$ cat config.mk
export PLATFORM = sky130hd
export DESIGN_NAME = read_pointer_empty
export DESIGN_NICKNAME = d
export VERILOG_FILES = /design/src/rtl/read_pointer_empty_pkg.sv /design/src/rtl/read_pointer_empty_sync_ptr.sv /design/src/rtl/read_pointer_empty.sv
export SDC_FILE = /design/constraint.sdc
export NUM_CORES = 1
export LEC_CHECK = 0
export BUFFER_PORTS_ARGS = -buffer_cell sky130_fd_sc_hd__buf_2
export CAP_MARGIN = 20
export CORE_MARGIN = 3
export CORE_UTILIZATION = 40
export DETAILED_ROUTE_END_ITERATION = 12
export HOLD_SLACK_MARGIN = 0.05
export SETUP_SLACK_MARGIN = 0.1
export SLEW_MARGIN = 20
export SYNTH_ARGS = -nofsm -noshare
export SYNTH_HDL_FRONTEND = slang
export SYNTH_SLANG_ARGS = --single-unit
$ cat constraint.sdc
create_clock -name read_clk -period 3.43 [get_ports read_clk]
set_input_delay 0.686 -clock read_clk [delete_from_list [all_inputs] [get_ports read_clk]]
set_output_delay 0.686 -clock read_clk [all_outputs]
set_load 0.02 [all_outputs]
$ cat src/rtl/read_pointer_empty_pkg.sv
// Shared pointer helpers for the async FIFO read and write sides.
// Gray/binary conversion works on 32-bit values; zero-extend narrower pointers first.
package read_pointer_empty_pkg;

  localparam int DEFAULT_ADDRESS_SIZE = 4;
  localparam int DEFAULT_SYNC_STAGES  = 2;

  function automatic logic [31:0] bin2gray(input logic [31:0] bin);
    return (bin >> 1) ^ bin;
  endfunction

  // Leading zeros from zero-extension leave the prefix XOR unchanged.
  function automatic logic [31:0] gray2bin(input logic [31:0] gray);
    logic [31:0] bin;
    bin[31] = gray[31];
    for (int i = 30; i >= 0; i--) begin
      bin[i] = bin[i+1] ^ gray[i];
    end
    return bin;
  endfunction

endpackage

$ cat src/rtl/read_pointer_empty_sync_ptr.sv
// Multi-flop synchroniser for a Gray pointer crossing into this clock domain.
// Plain flop chain with no logic between stages; synchronous active-high reset.
module sync_ptr #(
  parameter int width  = 5,
  parameter int stages = 2
) (
  input  logic             i_clk,
  input  logic             i_reset,
  input  logic [width-1:0] i_d,
  output logic [width-1:0] o_q
);

  logic [width-1:0] r_stage [stages];

  always_ff @(posedge i_clk) begin
    if (i_reset) begin
      for (int i = 0; i < stages; i++) begin
        r_stage[i] <= '0;
      end
    end else begin
      r_stage[0] <= i_d;
      for (int i = 1; i < stages; i++) begin
        r_stage[i] <= r_stage[i-1];
      end
    end
  end

  assign o_q = r_stage[stages-1];

endmodule

$ cat src/rtl/read_pointer_empty.sv
// Read-side pointer and registered empty flag of the async FIFO.
// Optional read_almost_empty output is enabled by defining READ_ALMOST_EMPTY_EN.
module read_pointer_empty
  import read_pointer_empty_pkg::*;
#(
  parameter int address_size           = DEFAULT_ADDRESS_SIZE,
  parameter int sync_stages            = DEFAULT_SYNC_STAGES,
  parameter int almost_empty_threshold = 1
) (
  input  logic                  read_clk,
  input  logic                  read_reset,
  input  logic                  read_enable,
  input  logic [address_size:0] write_to_read_pointer,
  output logic [address_size-1:0] read_address,
  output logic [address_size:0] read_pointer,
  output logic                  read_empty
`ifdef READ_ALMOST_EMPTY_EN
  ,
  output logic                  read_almost_empty
`endif
);

  logic [address_size:0] r_binary;
  logic [address_size:0] r_gray;
  logic                  r_empty;

  logic [address_size:0] w_wq_sync;
  logic                  w_pop;
  logic [address_size:0] w_binary_next;
  logic [address_size:0] w_gray_next;

  sync_ptr #(
    .width  (address_size + 1),
    .stages (sync_stages)
  ) u_sync_wptr (
    .i_clk   (read_clk),
    .i_reset (read_reset),
    .i_d     (write_to_read_pointer),
    .o_q     (w_wq_sync)
  );

  assign w_pop         = read_enable & ~r_empty;
  assign w_binary_next = r_binary + {{address_size{1'b0}}, w_pop};
  assign w_gray_next   = (w_binary_next >> 1) ^ w_binary_next;

  // Empty looks at the next pointer so popping the last entry flags empty on the same edge.
  always_ff @(posedge read_clk) begin
    if (read_reset) begin
      r_binary <= '0;
      r_gray   <= '0;
      r_empty  <= 1'b1;
    end else begin
      r_binary <= w_binary_next;
      r_gray   <= w_gray_next;
      r_empty  <= (w_gray_next == w_wq_sync);
    end
  end

  assign read_address = r_binary[address_size-1:0];
  assign read_pointer = r_gray;
  assign read_empty   = r_empty;

`ifdef READ_ALMOST_EMPTY_EN
  logic [31:0]           w_wbin_full;
  logic [address_size:0] w_wbin;
  logic [address_size:0] w_level;
  logic                  r_almost_empty;

  assign w_wbin_full = gray2bin(32'(w_wq_sync));
  assign w_wbin      = w_wbin_full[address_size:0];
  assign w_level     = w_wbin - w_binary_next;

  always_ff @(posedge read_clk) begin
    if (read_reset) begin
      r_almost_empty <= 1'b1;
    end else begin
      r_almost_empty <= (w_level <= (address_size+1)'(almost_empty_threshold));
    end
  end

  assign read_almost_empty = r_almost_empty;
`endif

endmodule

* After elaboration in Yosys (flattened, before gate mapping)
Memories as Yosys holds them, arrays and structs flattened.
Cells that the tools add are included.
Widths: inputs -> output; s select.
** Storage, ports and cells
- Input bits :: 8
- Memories :: 1
- Bits in registers :: 11
- Logic and storage cells :: 16
- Output and inout bits :: 10
- RAM bits :: 10
** Memories
- u_sync_wptr.r_stage :: words 2, bits a word 5, rd ports 2, clocked after memory_dff 0, wr ports 2, RTL line read_pointer_empty_sync_ptr.sv:13 : logic [width-1:0] r_stage [stages];
** Cells by class
- Equality and inequality tests :: 1
- Muxes and demuxes :: 5
- Bitwise gates (word level) :: 5
- Add/sub/neg operators :: 1
** Operators with widths (count)
- $mux 5 :: 2
- $add 5x1->5 :: 1
- $eq 5x5->1 :: 1
- $xor 4x5->5 :: 1
- $mux 1 :: 3
- $or 1x1->1 :: 2
- $and 1x1->1 :: 1
- $not 1->1 :: 1

* Longest topological paths before layout
Gate-level depths: netlist of run 1.
- Depth after elaboration :: 5
- Mapped depth :: 8
- Gate-level depth less buffers :: 8

* By module
A second synthesis of run 1 with hierarchy kept.
** Unflattened totals
- Cell total of the unflattened synthesis :: 75
- Area total of the unflattened synthesis :: 784.5 µm²
** Modules (own cells, without submodules)
- read_pointer_empty :: area an instance 484.2 µm², sequential area each 200.2 µm², instances 1, cells each 50
- sync_ptr :: area an instance 300.3 µm², sequential area each 200.2 µm², instances 1, cells each 25

* Worst setup path before layout of run 1
OpenSTA, ideal clock, no wires.
- Path type :: input-to-reg
- Start point :: in read_enable
- End point :: reg r_empty, in the netlist read_empty
- Data arrival time :: 2058 ps
- Path slack :: 1288 ps
- Stages on the path :: 8
- Setup time :: 84 ps
- Path buffers :: 0
- Cells stage by stage :: nor2b_1 > ha_1 > ha_1 > nand3_1 > xor2_1 > nor2b_1 > a22oi_1 > o31ai_2
** On the way
- Word-level cells in the longest chain between the ends :: 4
** RTL lines
- start: declaration :: RTL line read_pointer_empty.sv:12 : input logic read_enable,
- $and 1x1->1 :: RTL line read_pointer_empty.sv:42 : assign w_pop = read_enable & ~r_empty;
- $add 5x1->5 :: RTL line read_pointer_empty.sv:43 : assign w_binary_next = r_binary + {{address_size{1'b0}}, w_pop};
- $xor 4x5->5 :: RTL line read_pointer_empty.sv:44 : assign w_gray_next = (w_binary_next >> 1) ^ w_binary_next;
- $eq 5x5->1 :: RTL line read_pointer_empty.sv:55 : r_empty <= (w_gray_next == w_wq_sync);
- end signal: assignment :: RTL line read_pointer_empty.sv:55
- end: declaration :: RTL line read_pointer_empty.sv:25 : logic r_empty;
No other way between the ends.
A chain may end at the register's enable or synchronous reset.

* Worst setup path in the final report of run 1
Ends and elaborated chain as after synthesis.

==> flow_metrics.tcl, run 1 <==
set metrics [dict create \
    worst-r2r-setup-slack_ns 1.54 \
    gp_congestion 0.766 \
    final_antenna_diode_count 0 \
    worst_setup_hold_path_clk_slew_ns 0.10 \
    sum_of_overflow_across_all_layers_after_global_routing 0 \
    worst_ir_drop_vdd_uv 252 \
    grt_first_pass_wirelength_mm 1.80 \
    ctsResizeCount 0 \
    synth.yosys.seq_area_share_pct 54.8 \
    core_mm2 0.00161 \
    worst_ep_arrival_time_ns 2.26 \
    clock_tree.root_cell "clkbuf_4" \
    part_of_the_cycle_the_worst_path_needs_pct 59.6 \
    buffers_added_on_ports 17 \
    syn-cell-area_um2 731 \
    final_cell_mix "dfxtp_1 (20), buf_2 (17), nor2b_1 (15)" \
    antenna_violations_before_repair 0 \
    detail_route.iter0.violations 2 \
    terminus_of_the_critical_flop_to_flop_path "read_empty$_SDFF_PP1_" \
    drive_gt1_share_pct 26.1 \
    finClkSkew_ns 0.00275 \
    final_nets 99 \
    most_common_cell_after_layout_fill_and_taps_aside "dfxtp_1" \
    power-per-cell-area_mw_per_mm2 482 \
    cts_hold_buffers 0 \
    route.detailed.drc 0 \
    worstPathMaxFanout 4 \
    critical_path.max_stage_delay_ns 0.29 \
    initial_utilization_pct 45.3 \
    netlist_instances 69 \
    synth_cell_types 15 \
    cts_bufs_inserted 3 \
    finalWorstPathRequiredPeriod_ns 2.05 \
    wl_per_cell_um 8.65 \
    hold_slack_ns 0.445 \
    first_global_vias 411 \
    ys_ff_latch 20 \
    vias 465 \
    worstSetupStartpointType "input port" \
    clkLatencyLatePin_ns 0.29 \
    maxCapViolations 0 \
    unrepaired_setup_endpoints_after_global_routing "no" \
    worst-r2r-cell-count 8 \
    synthToLayoutAreaGrowth_pct 19.7 \
    maximum_achievable_frequency_ghz 0.489 \
    mappedNetlistNets 79 \
    cp_data_required_time_ns 3.65 \
    groute.usage.overall_pct 10.0 \
    regToRegStartpoint "read_empty$_SDFF_PP1_" \
    worstSetupStartpoint "read_enable" \
    worst_pin_slew_ns 0.328 \
    floorplan.rows 14 \
    power.static_leakage_uw 0.000403 \
    setup_violations 0 \
    floorplan.die_area_mm2 0.00238 \
    timing.setup.tns_ns 0 \
    drv_slew 0 \
    viasPerCell 4.15 \
    timing.critical_path.to "read_empty$_SDFF_PP1_" \
    post-cts-setup-buffer-count 0 \
    cts_num_sinks 20 \
    timing.critical_path.cells "buf_2, nor2b_1, ha_1, ha_1, nand3_1, xor2_1, nor2b_1, a22oi_1, o31ai_2" \
    synthesis.yosys.warnings 0 \
    io_pins 18 \
    tritoncts_clock_tree "yes" \
    critical-path-slowest-cell "xor2_1" \
    clock_tree.htree_level_count 1 \
    dp_hpwl_um 739 \
    pin_count_of_the_biggest_net_entering_global_routing 21 \
    outcome "finished, final reports clean" \
    min_path_type "flip-flop to flip-flop" \
    avgSynthCellArea_um2 10.6 \
    die-height_um 48.7 \
    timing.max_slew.rel_slack_pct 78.1 \
    first_pass_iters 2 \
    max-clock-path-buffers 2 \
    wl_um 969 \
    critPathCaptureType "flip-flop" \
    path_class "input port to flip-flop" \
    final-hold-violation-count 0 \
    die-width_um 48.7 \
    ant_nets 0 \
]
through the flow:
step           utilization [%]  total power, uW  cells  setup WS, ns  area [um^2]
6_report                  54.3              421    112          1.38          875
5_1_grt                   54.3              446    112          1.25          875
4_1_cts                   54.3              429    112          1.37          875
3_5_place_dp              52.0              298    108          1.06          838
3_3_place_gp              52.0              296    108          1.12          838
2_1_floorplan                -              285     69          1.29          731
how the worst min path moves through the flow:
stage,start,end,slack [ns],depth (start not counted)
after floorplan,u_sync_wptr.r_stage[0][0]$_SDFF_PP0_,u_sync_wptr.r_stage[0][5]$_SDFF_PP0_,0.41,1
after global routing,u_sync_wptr.r_stage[0][3]$_SDFF_PP0_,u_sync_wptr.r_stage[0][8]$_SDFF_PP0_,0.46,1
after global placement,u_sync_wptr.r_stage[0][0]$_SDFF_PP0_,u_sync_wptr.r_stage[0][5]$_SDFF_PP0_,0.42,1
after detailed placement,u_sync_wptr.r_stage[0][2]$_SDFF_PP0_,u_sync_wptr.r_stage[0][7]$_SDFF_PP0_,0.43,1
final,u_sync_wptr.r_stage[0][1]$_SDFF_PP0_,u_sync_wptr.r_stage[0][6]$_SDFF_PP0_,0.45,1
after CTS,u_sync_wptr.r_stage[0][3]$_SDFF_PP0_,u_sync_wptr.r_stage[0][8]$_SDFF_PP0_,0.45,1
cell type report:
class                   count  area, um^2
flip-flops and latches     20         400
fillers                   167         737
clock buffers               4        36.3
multi-input cells          46         319
well taps                  24        30.0
inverters                   1        3.75
repair buffers             17        85.1
worst max-delay path: cells and delay by family:
kind / cells / cell delay (ns)
xor gates and xnor gates: 1 / 0.29
AOI/OAI and AO/OA: 2 / 0.32
buffers and inverters: 1 / 0.09
and+or+nand+nor: 3 / 0.41
adders and majority gates: 2 / 0.46
synthesized netlist by cell type:
cell type   n  area, um^2
ha_1        2        25.0
clkbuf_1    2        7.51
nor2b_1    15        93.8
nor3_1      1        5.00
nor2_1      8        30.0
dfxtp_1    20         400
xnor2_1     8        70.1
xor2_1      4        35.0
a22oi_1     1        7.51
and3_1      1        6.26
o31ai_2     1        12.5
nand3_1     2        10.0
nand2_1     2        7.51
inv_1       1        3.75
xor2_2      1        16.3
report_power, final:
group / internal (uW) / switching (uW)
clock: 64.7 / 65.5
combinational: 20.4 / 23.7
sequential: 243 / 4.00
metal layers:
metal / vias to the layer above / part of all wire (%) / GRT usage, %
met1: 191 / 42 / 11.4
li1: 252 / - / -
met3: 5 / 9.4 / 4.91
met2: 17 / 46 / 15.2
met4: 0 / 2.8 / 5.69
met5: - / 0 / 0
cell families after synthesis:
kind of cell             count (synthesis)  share of synthesized area, %
AO/OA/AOI/OAI                            2                          2.74
XOR/XNOR                                13                          16.6
adder cells (fa/ha/maj)                  2                          3.42
buffers and inverters                    3                          1.54
flip-flops                              20                          54.8
AND/OR/NAND/NOR                         29                          20.9
sequential cells by signal, indices dropped and copies added (netlist names):
| signal | count |
|---|---|
| read_pointer | 5 |
| r_binary | 4 |
| read_empty | 1 |
| u_sync_wptr.r_stage | 10 |
Power figures use the tool's default switching activity.
==> inputs of run 2 (changes only) <==
--- a/config.mk
+++ b/config.mk
@@ -5,6 +5,7 @@
 export SDC_FILE = /design/constraint.sdc
 export NUM_CORES = 1
 export LEC_CHECK = 0
+export ABC_AREA = 1
 export BUFFER_PORTS_ARGS = -buffer_cell sky130_fd_sc_hd__buf_2
 export CAP_MARGIN = 20
 export CORE_MARGIN = 3
==> constraint.sdc (replaced) <==
create_clock -name read_clk -period 1.85 [get_ports read_clk]
set_input_delay 0.37 -clock read_clk [delete_from_list [all_inputs] [get_ports read_clk]]
set_output_delay 0.37 -clock read_clk [all_outputs]
set_load 0.02 [all_outputs]
==> run 2 against run 1 <==
Effect of this change:
- clock power increased to 2.7 times the previous value
- non-clock buffer count rose by 2
- critical path type is now flip-flop to flip-flop
- wire length up 54%
- sequential power increased by 87%
- largest cell class unchanged
- highest routed layer unchanged
- core utilization down 2.1 points
- clock skew down 0.0012 ns
- largest power group unchanged
- sequential share of layout area down 7.1 points
==> flow_metrics.tcl, run 2 <==
set metrics [dict create \
    ys_async_sr_fraction_pct 0 \
    cts_num_sinks 20 \
    placed_cells_incl_taps 160 \
    tritoncts_clock_tree "yes" \
    avgSynthCellArea_um2 7.24 \
    synth.yosys.seq_area_share_pct 47.3 \
    final-hold-violation-count 0 \
    filler_cell_count 206 \
    gp_congestion 0.766 \
    critPathCaptureType "flip-flop" \
    cts_bufs_inserted 3 \
    wl_per_cell_um 9.08 \
    syn-cell-area_um2 847 \
    synthToLayoutAreaGrowth_pct 22.2 \
    path_class "flip-flop to flip-flop" \
    timing.setup.tns_ns 0 \
    maximum_achievable_frequency_ghz 0.640 \
    core_mm2 0.00198 \
    ant_nets 0 \
    timing.max_slew.rel_slack_pct 76.6 \
    die-height_um 52.0 \
    clock_tree.root_cell "clkbuf_4" \
    initial_utilization_pct 42.7 \
    worstHoldPathCells 3 \
    largest_register_ff_count 10 \
    first_global_vias 659 \
    worst-r2r-cell-count 12 \
    post-synth-top-area-fraction_pct 47.3 \
    part_of_the_cycle_the_worst_path_needs_pct 84.4 \
    vias 728 \
    synth_cell_types 14 \
    min_path_type "input port to flip-flop" \
    worstPathMaxFanout 6 \
    post-route-cell-area_mm2 0.00103 \
    buffers_added_on_ports 17 \
    worst_ep_arrival_time_ns 1.77 \
    terminus_of_the_critical_flop_to_flop_path "read_empty$_SDFF_PP1_" \
    pin_count_of_the_biggest_net_entering_global_routing 21 \
    wl_mm 1.49 \
    unrepaired_setup_endpoints_after_global_routing "no" \
    post-cts-setup-buffer-count 0 \
    netlist.top_cell.by_area "dfxtp_1" \
    route.detailed.drc 0 \
    dp_hpwl_mm 1.15 \
    finalWorstPathRequiredPeriod_ns 1.56 \
    synth-edff-count 0 \
    sum_of_overflow_across_all_layers_after_global_routing 0 \
    drive_gt1_share_pct 26.3 \
    setup_violations 0 \
    synth-main-ff-cell "dfxtp_1" \
    viasPerCell 4.44 \
    final_antenna_diode_count 0 \
    maxCapViolations 0 \
    regToRegStartpoint "read_empty$_SDFF_PP1_" \
    worst-r2r-setup-slack_ns 0.29 \
    max_flop_register "u_sync_wptr.r_stage" \
    worst_ir_drop_vdd_uv 704 \
    stdcell_count 164 \
    mappedNetlistNets 127 \
    worst_hold_launch "write_to_read_pointer[3]" \
    netlist_instances 117 \
    ys_ff_latch 20 \
    worst_pin_slew_ns 0.351 \
    floorplan.die_area_mm2 0.00271 \
    detail_route.iter0.violations 11 \
    max-clock-path-buffers 2 \
    clock_tree.htree_level_count 1 \
    final_nets 148 \
    groute.usage.overall_pct 13.1 \
    hold_path_end "u_sync_wptr.r_stage[0][3]$_SDFF_PP0_" \
    cp_data_required_time_ns 2.06 \
    final_cell_mix "inv_1 (22), nand2_1 (22), dfxtp_1 (20)" \
    clkLatencyLatePin_ns 0.30 \
    antenna_violations_before_repair 0 \
    first_pass_iters 4 \
    drv_slew 0 \
    finClkSkew_ns 0.00160 \
    io_pins 18 \
    synth_top_cells_by_count "nand2_1 (23), inv_1 (22), dfxtp_1 (20)" \
    worstSetupStartpointType "flip-flop" \
    synthesis.yosys.warnings 0 \
    power.static_leakage_uw 0.000530 \
    worst_setup_hold_path_clk_slew_ns 0.11 \
    power-per-cell-area_mw_per_mm2 883 \
    die-width_um 52.0 \
    outcome "finished, final reports clean" \
    placed_cell_area_um2 962 \
    floorplan.rows 16 \
    grt_first_pass_wirelength_mm 2.62 \
    yosys.cell_count.top_type "nand2_1" \
    yosys-top-cells-area "dfxtp_1 (47%), nand2_1 (10%), inv_1 (9.7%), nor2_1 (7.5%), nand3_1 (7.1%)" \
]
run 2: cell types whose count changed in the layout (fill, tap and decap cells not counted), sizes merged, moves of 2 or more:
cell / previous run / this run
a21oi: 0 / 4
buf: 17 / 19
inv: 1 / 23
nand2: 2 / 30
nand3: 2 / 13
nand4: 0 / 4
nor2: 8 / 17
nor2b: 15 / 0
xnor2: 8 / 0
xor2: 5 / 0
run 2: worst max path at each step:
stage / from / to / slack, ns
3_3_place_gp: read_enable / read_empty$_SDFF_PP1_ / 0.06
3_5_place_dp: read_enable / read_empty$_SDFF_PP1_ / 0.03
2_1_floorplan: read_empty$_SDFF_PP1_ / read_empty$_SDFF_PP1_ / 0.16
5_1_grt: read_empty$_SDFF_PP1_ / read_empty$_SDFF_PP1_ / 0.12
6_report: read_empty$_SDFF_PP1_ / read_empty$_SDFF_PP1_ / 0.29
4_1_cts: read_empty$_SDFF_PP1_ / read_empty$_SDFF_PP1_ / 0.17
run 2: final cells by class:
class / instances / area, um^2 / share of cell area, %
inverters: 23 / 86.3 / 8.34
well taps: 27 / 33.8 / 3.26
multi-input cells: 71 / 362 / 34.9
clock inverters: 1 / 30.0 / 2.90
repair buffers: 19 / 100 / 9.67
clock buffers: 3 / 22.5 / 2.18
flip-flops and latches: 20 / 400 / 38.7
run 2: per-stage QoR:
| stage | hold WS (ns) | setup WS, ns | total power (uW) | util, % |
|---|---|---|---|---|
| finish | 0.261 | 0.288 | 914 | 52.2 |
| global route | 0.247 | 0.122 | 965 | 52.2 |
| CTS | 0.251 | 0.171 | 924 | 51.2 |
| detailed placement | 0.395 | 0.0305 | 570 | 48.5 |
| global placement | 0.390 | 0.0569 | 568 | 48.5 |
| floorplan | 0.388 | 0.160 | 539 | - |
run 2: report_power, final:
part | switching (uW) | total, uW | leakage (uW) | internal (uW)
Sequential | 9.54 | 461 | 0.000164 | 452
Clock | 133 | 352 | 0.0000279 | 219
Combinational | 58.4 | 101 | 0.000338 | 42.1
run 2: logic make-up after synthesis:
kind of cell	count (synthesis)	synth area share, %
AOI/OAI and AO/OA	4	2.36
adders and majority gates	2	2.95
and+or+nand+nor	65	35.0
DFF	20	47.3
buffers and inverters	26	12.4
run 2: worst max-delay path, stage by stage (launching register included):
cell,delay (ns)
dfxtp_1,0.34
nor2_2,0.12
ha_2,0.21
ha_4,0.16
inv_1,0.05
nand2_2,0.09
nand2_2,0.11
inv_1,0.09
nand2_1,0.07
nand3_1,0.07
nand2_1,0.06
nand3_1,0.07
nand2_1,0.04
run 2: timing repair:
action,in CTS,in global routing
hold buffers,0,0
gates resized for setup,0,5
endpoints found under the setup margin,0,1
run 2: metal layers:
| metal | global-route usage [%] | wire [um] | vias up |
|---|---|---|---|
| li1 | - | - | 393 |
| met1 | 14.4 | 633 | 317 |
| met2 | 23.0 | 758 | 16 |
| met3 | 5.16 | 87 | 2 |
| met4 | 3.93 | 10 | 0 |
| met5 | 0 | 0 | - |
==> inputs of run 3 (changes only) <==
==> constraint.sdc (replaced) <==
create_clock -name read_clk -period 1.3 [get_ports read_clk]
set_input_delay 0.26 -clock read_clk [delete_from_list [all_inputs] [get_ports read_clk]]
set_output_delay 0.26 -clock read_clk [all_outputs]
set_load 0.02 [all_outputs]
==> run 3 against run 2 <==
Effect of this change:
- the flow now finishes with violations (setup timing)
- clock-buffer cell count increased by 1
- clock power up 1%
- first-iteration DRC count is 64% lower
- fmax rose by 4.8%
- global-route usage rose by 1.3 points
- power increased by 38%
- wire length grew 21%
- worst hold slack got worse by 0.11 ns
- setup slack got worse by 0.48 ns
- via count increased by 7.8%
- critical endpoint unchanged
- largest power group unchanged
==> flow_metrics.tcl, run 3 (synthesized netlist as in run 2, its figures left out) <==
set metrics [dict create \
    part_of_the_cycle_the_worst_path_needs_pct 115 \
    setup_violations 5 \
    vias 785 \
    drive_gt1_share_pct 49.0 \
    maximum_achievable_frequency_ghz 0.671 \
    path_class "flip-flop to flip-flop" \
    unrepaired_setup_endpoints_after_global_routing "yes" \
    cts_bufs_inserted 3 \
    power.static_leakage_uw 0.000632 \
    viasPerCell 4.36 \
    placed_cell_area_mm2 0.00107 \
    worstPathMaxFanout 4 \
    worst_pin_slew_ns 0.408 \
    maxCapViolations 0 \
    path_delay_family "adder cells" \
    timing.critical_path.cells "nor2_4, ha_4, ha_4, inv_4, buf_4, nand2_2, nand3_2, nand2_1, nor2_1, nand3_1, nand2_1" \
    sum_of_overflow_across_all_layers_after_global_routing 0 \
    cts_hold_buffers 0 \
    cts_num_sinks 20 \
    first_global_vias 723 \
    floorplan.rows 16 \
    dp_hpwl_mm 1.18 \
    detailedPlace.worstSlack_ns -0.315 \
    timing.final.ws_setup_ns -0.190 \
    wl_mm 1.81 \
    cp_buf_inv_count 2 \
    worstSetupStartpoint "read_empty$_SDFF_PP1_" \
    tritoncts_clock_tree "yes" \
    failing_checks "setup timing" \
    groute.usage.overall_pct 14.4 \
    final-hold-violation-count 0 \
    clkLatencyLatePin_ns 0.29 \
    critical-path-slowest-cell "dfxtp_4" \
    worst_ep_arrival_time_ns 1.69 \
    final_nets 164 \
    clock_tree.htree_level_count 1 \
    worstSetupStartpointType "flip-flop" \
    min_path_type "input port to flip-flop" \
    pin_count_of_the_biggest_net_entering_global_routing 21 \
    most_common_cell_after_layout_fill_and_taps_aside "inv_1" \
    first_pass_iters 2 \
    worst_hold_launch "write_to_read_pointer[1]" \
    largest_register_ff_count 10 \
    timing.max_slew.rel_slack_pct 72.8 \
    wl_per_cell_um 10.0 \
    max_flop_register "u_sync_wptr.r_stage" \
    synthToLayoutAreaGrowth_pct 51.7 \
    post-route-cell-area_mm2 0.00128 \
    finClkSkew_ns 0.00170 \
    critPathCaptureType "flip-flop" \
    ant_nets 0 \
    final_cell_mix "inv_1 (19), nand2_1 (16), buf_2 (15), dfxtp_1 (15), nor2_1 (14)" \
    finalWorstPathRequiredPeriod_ns 1.49 \
    stdcell_count 180 \
    final_antenna_diode_count 0 \
    drv_slew 0 \
    placed_cells_incl_taps 171 \
    floorplan.die_area_mm2 0.00271 \
    regToRegStartpoint "read_empty$_SDFF_PP1_" \
    detail_route.iter0.violations 4 \
    critical_path.max_stage_delay_ns 0.38 \
    power-per-cell-area_mw_per_mm2 983 \
    grt_first_pass_wirelength_mm 2.88 \
    filler_cell_count 160 \
    die-width_um 52.0 \
    buffers_added_on_ports 17 \
    antenna_violations_before_repair 0 \
    worst_ir_drop_vdd_uv 785 \
    max-clock-path-buffers 2 \
    die-height_um 52.0 \
    hold_slack_ns 0.154 \
    outcome "finished with violations" \
    cp_data_required_time_ns 1.50 \
    io_pins 18 \
    route.detailed.drc 0 \
    worst_setup_hold_path_clk_slew_ns 0.11 \
    initial_utilization_pct 42.7 \
    gp_congestion 0.768 \
    core_mm2 0.00198 \
    clock_tree.root_cell "clkbuf_4" \
]
-- run 3: changes by cell type in the layout (fill, tap and decap cells not counted), moves of 4 or more --
| cell | delta |
|---|---|
| a21oi_2 | +4 |
| nand2_4 | +4 |
| buf_6 | +7 |
| dfxtp_1 | -5 |
| nand2_1 | -6 |
| a21oi_1 | -4 |
| buf_4 | +11 |
-- run 3: worst paths after layout --
kind              cells past startpoint                                   end  slack (ns)
setup reg to reg                     11                 read_empty$_SDFF_PP1_       -0.19
hold / removal                        3  u_sync_wptr.r_stage[0][1]$_SDFF_PP0_        0.15
setup / recovery                     11                 read_empty$_SDFF_PP1_       -0.19
hold reg to reg                       2  u_sync_wptr.r_stage[0][7]$_SDFF_PP0_        0.41
-- run 3: area by class of cell --
type,count,area (um^2),share of cell area (%)
Inverter,23,91.3,7.11
Clock buffer,4,36.3,2.82
Multi-Input combinational cell,71,460,35.8
Tap cell,27,33.8,2.63
Sequential cell,20,412,32.0
Timing Repair Buffer,35,251,19.6
-- run 3: layer usage --
metal | routed length [um] | vias to the layer above | GRT usage [%]
met1 | 783 | 341 | 15.9
li1 | - | 429 | -
met5 | 0 | - | 0
met3 | 75 | 2 | 3.44
met2 | 938 | 13 | 25.7
met4 | 10 | 0 | 6.55
-- run 3: where the power goes --
group,total (uW),internal [uW],switching [uW]
logic,246,129,117
registers,660,643,16.7
clock network,356,171,186
total,1260,943,320
-- run 3: through the flow --
step,util [%],setup TNS (ns),power (uW)
final,64.8,-0.476,1260
after floorplan,-,-0.213,774
after detailed placement,54.2,-0.996,853
after global routing,64.8,-0.977,1330
after CTS,60.9,-0.438,1260
after global placement,54.2,-0.764,850
-- run 3: tightest hold or removal path, delay by kind of cell --
kind                   cells  cell delay, ns
buffers and inverters      2            0.13
and+or+nand+nor            1            0.03
-- run 3: repair_timing --
item                                    4_1_cts  5_1_grt
cloned                                        0        0
endpoints found under the setup margin       10       12
pin swaps                                     5       11
gates resized for setup                      21       18
buffers inserted                              4        1
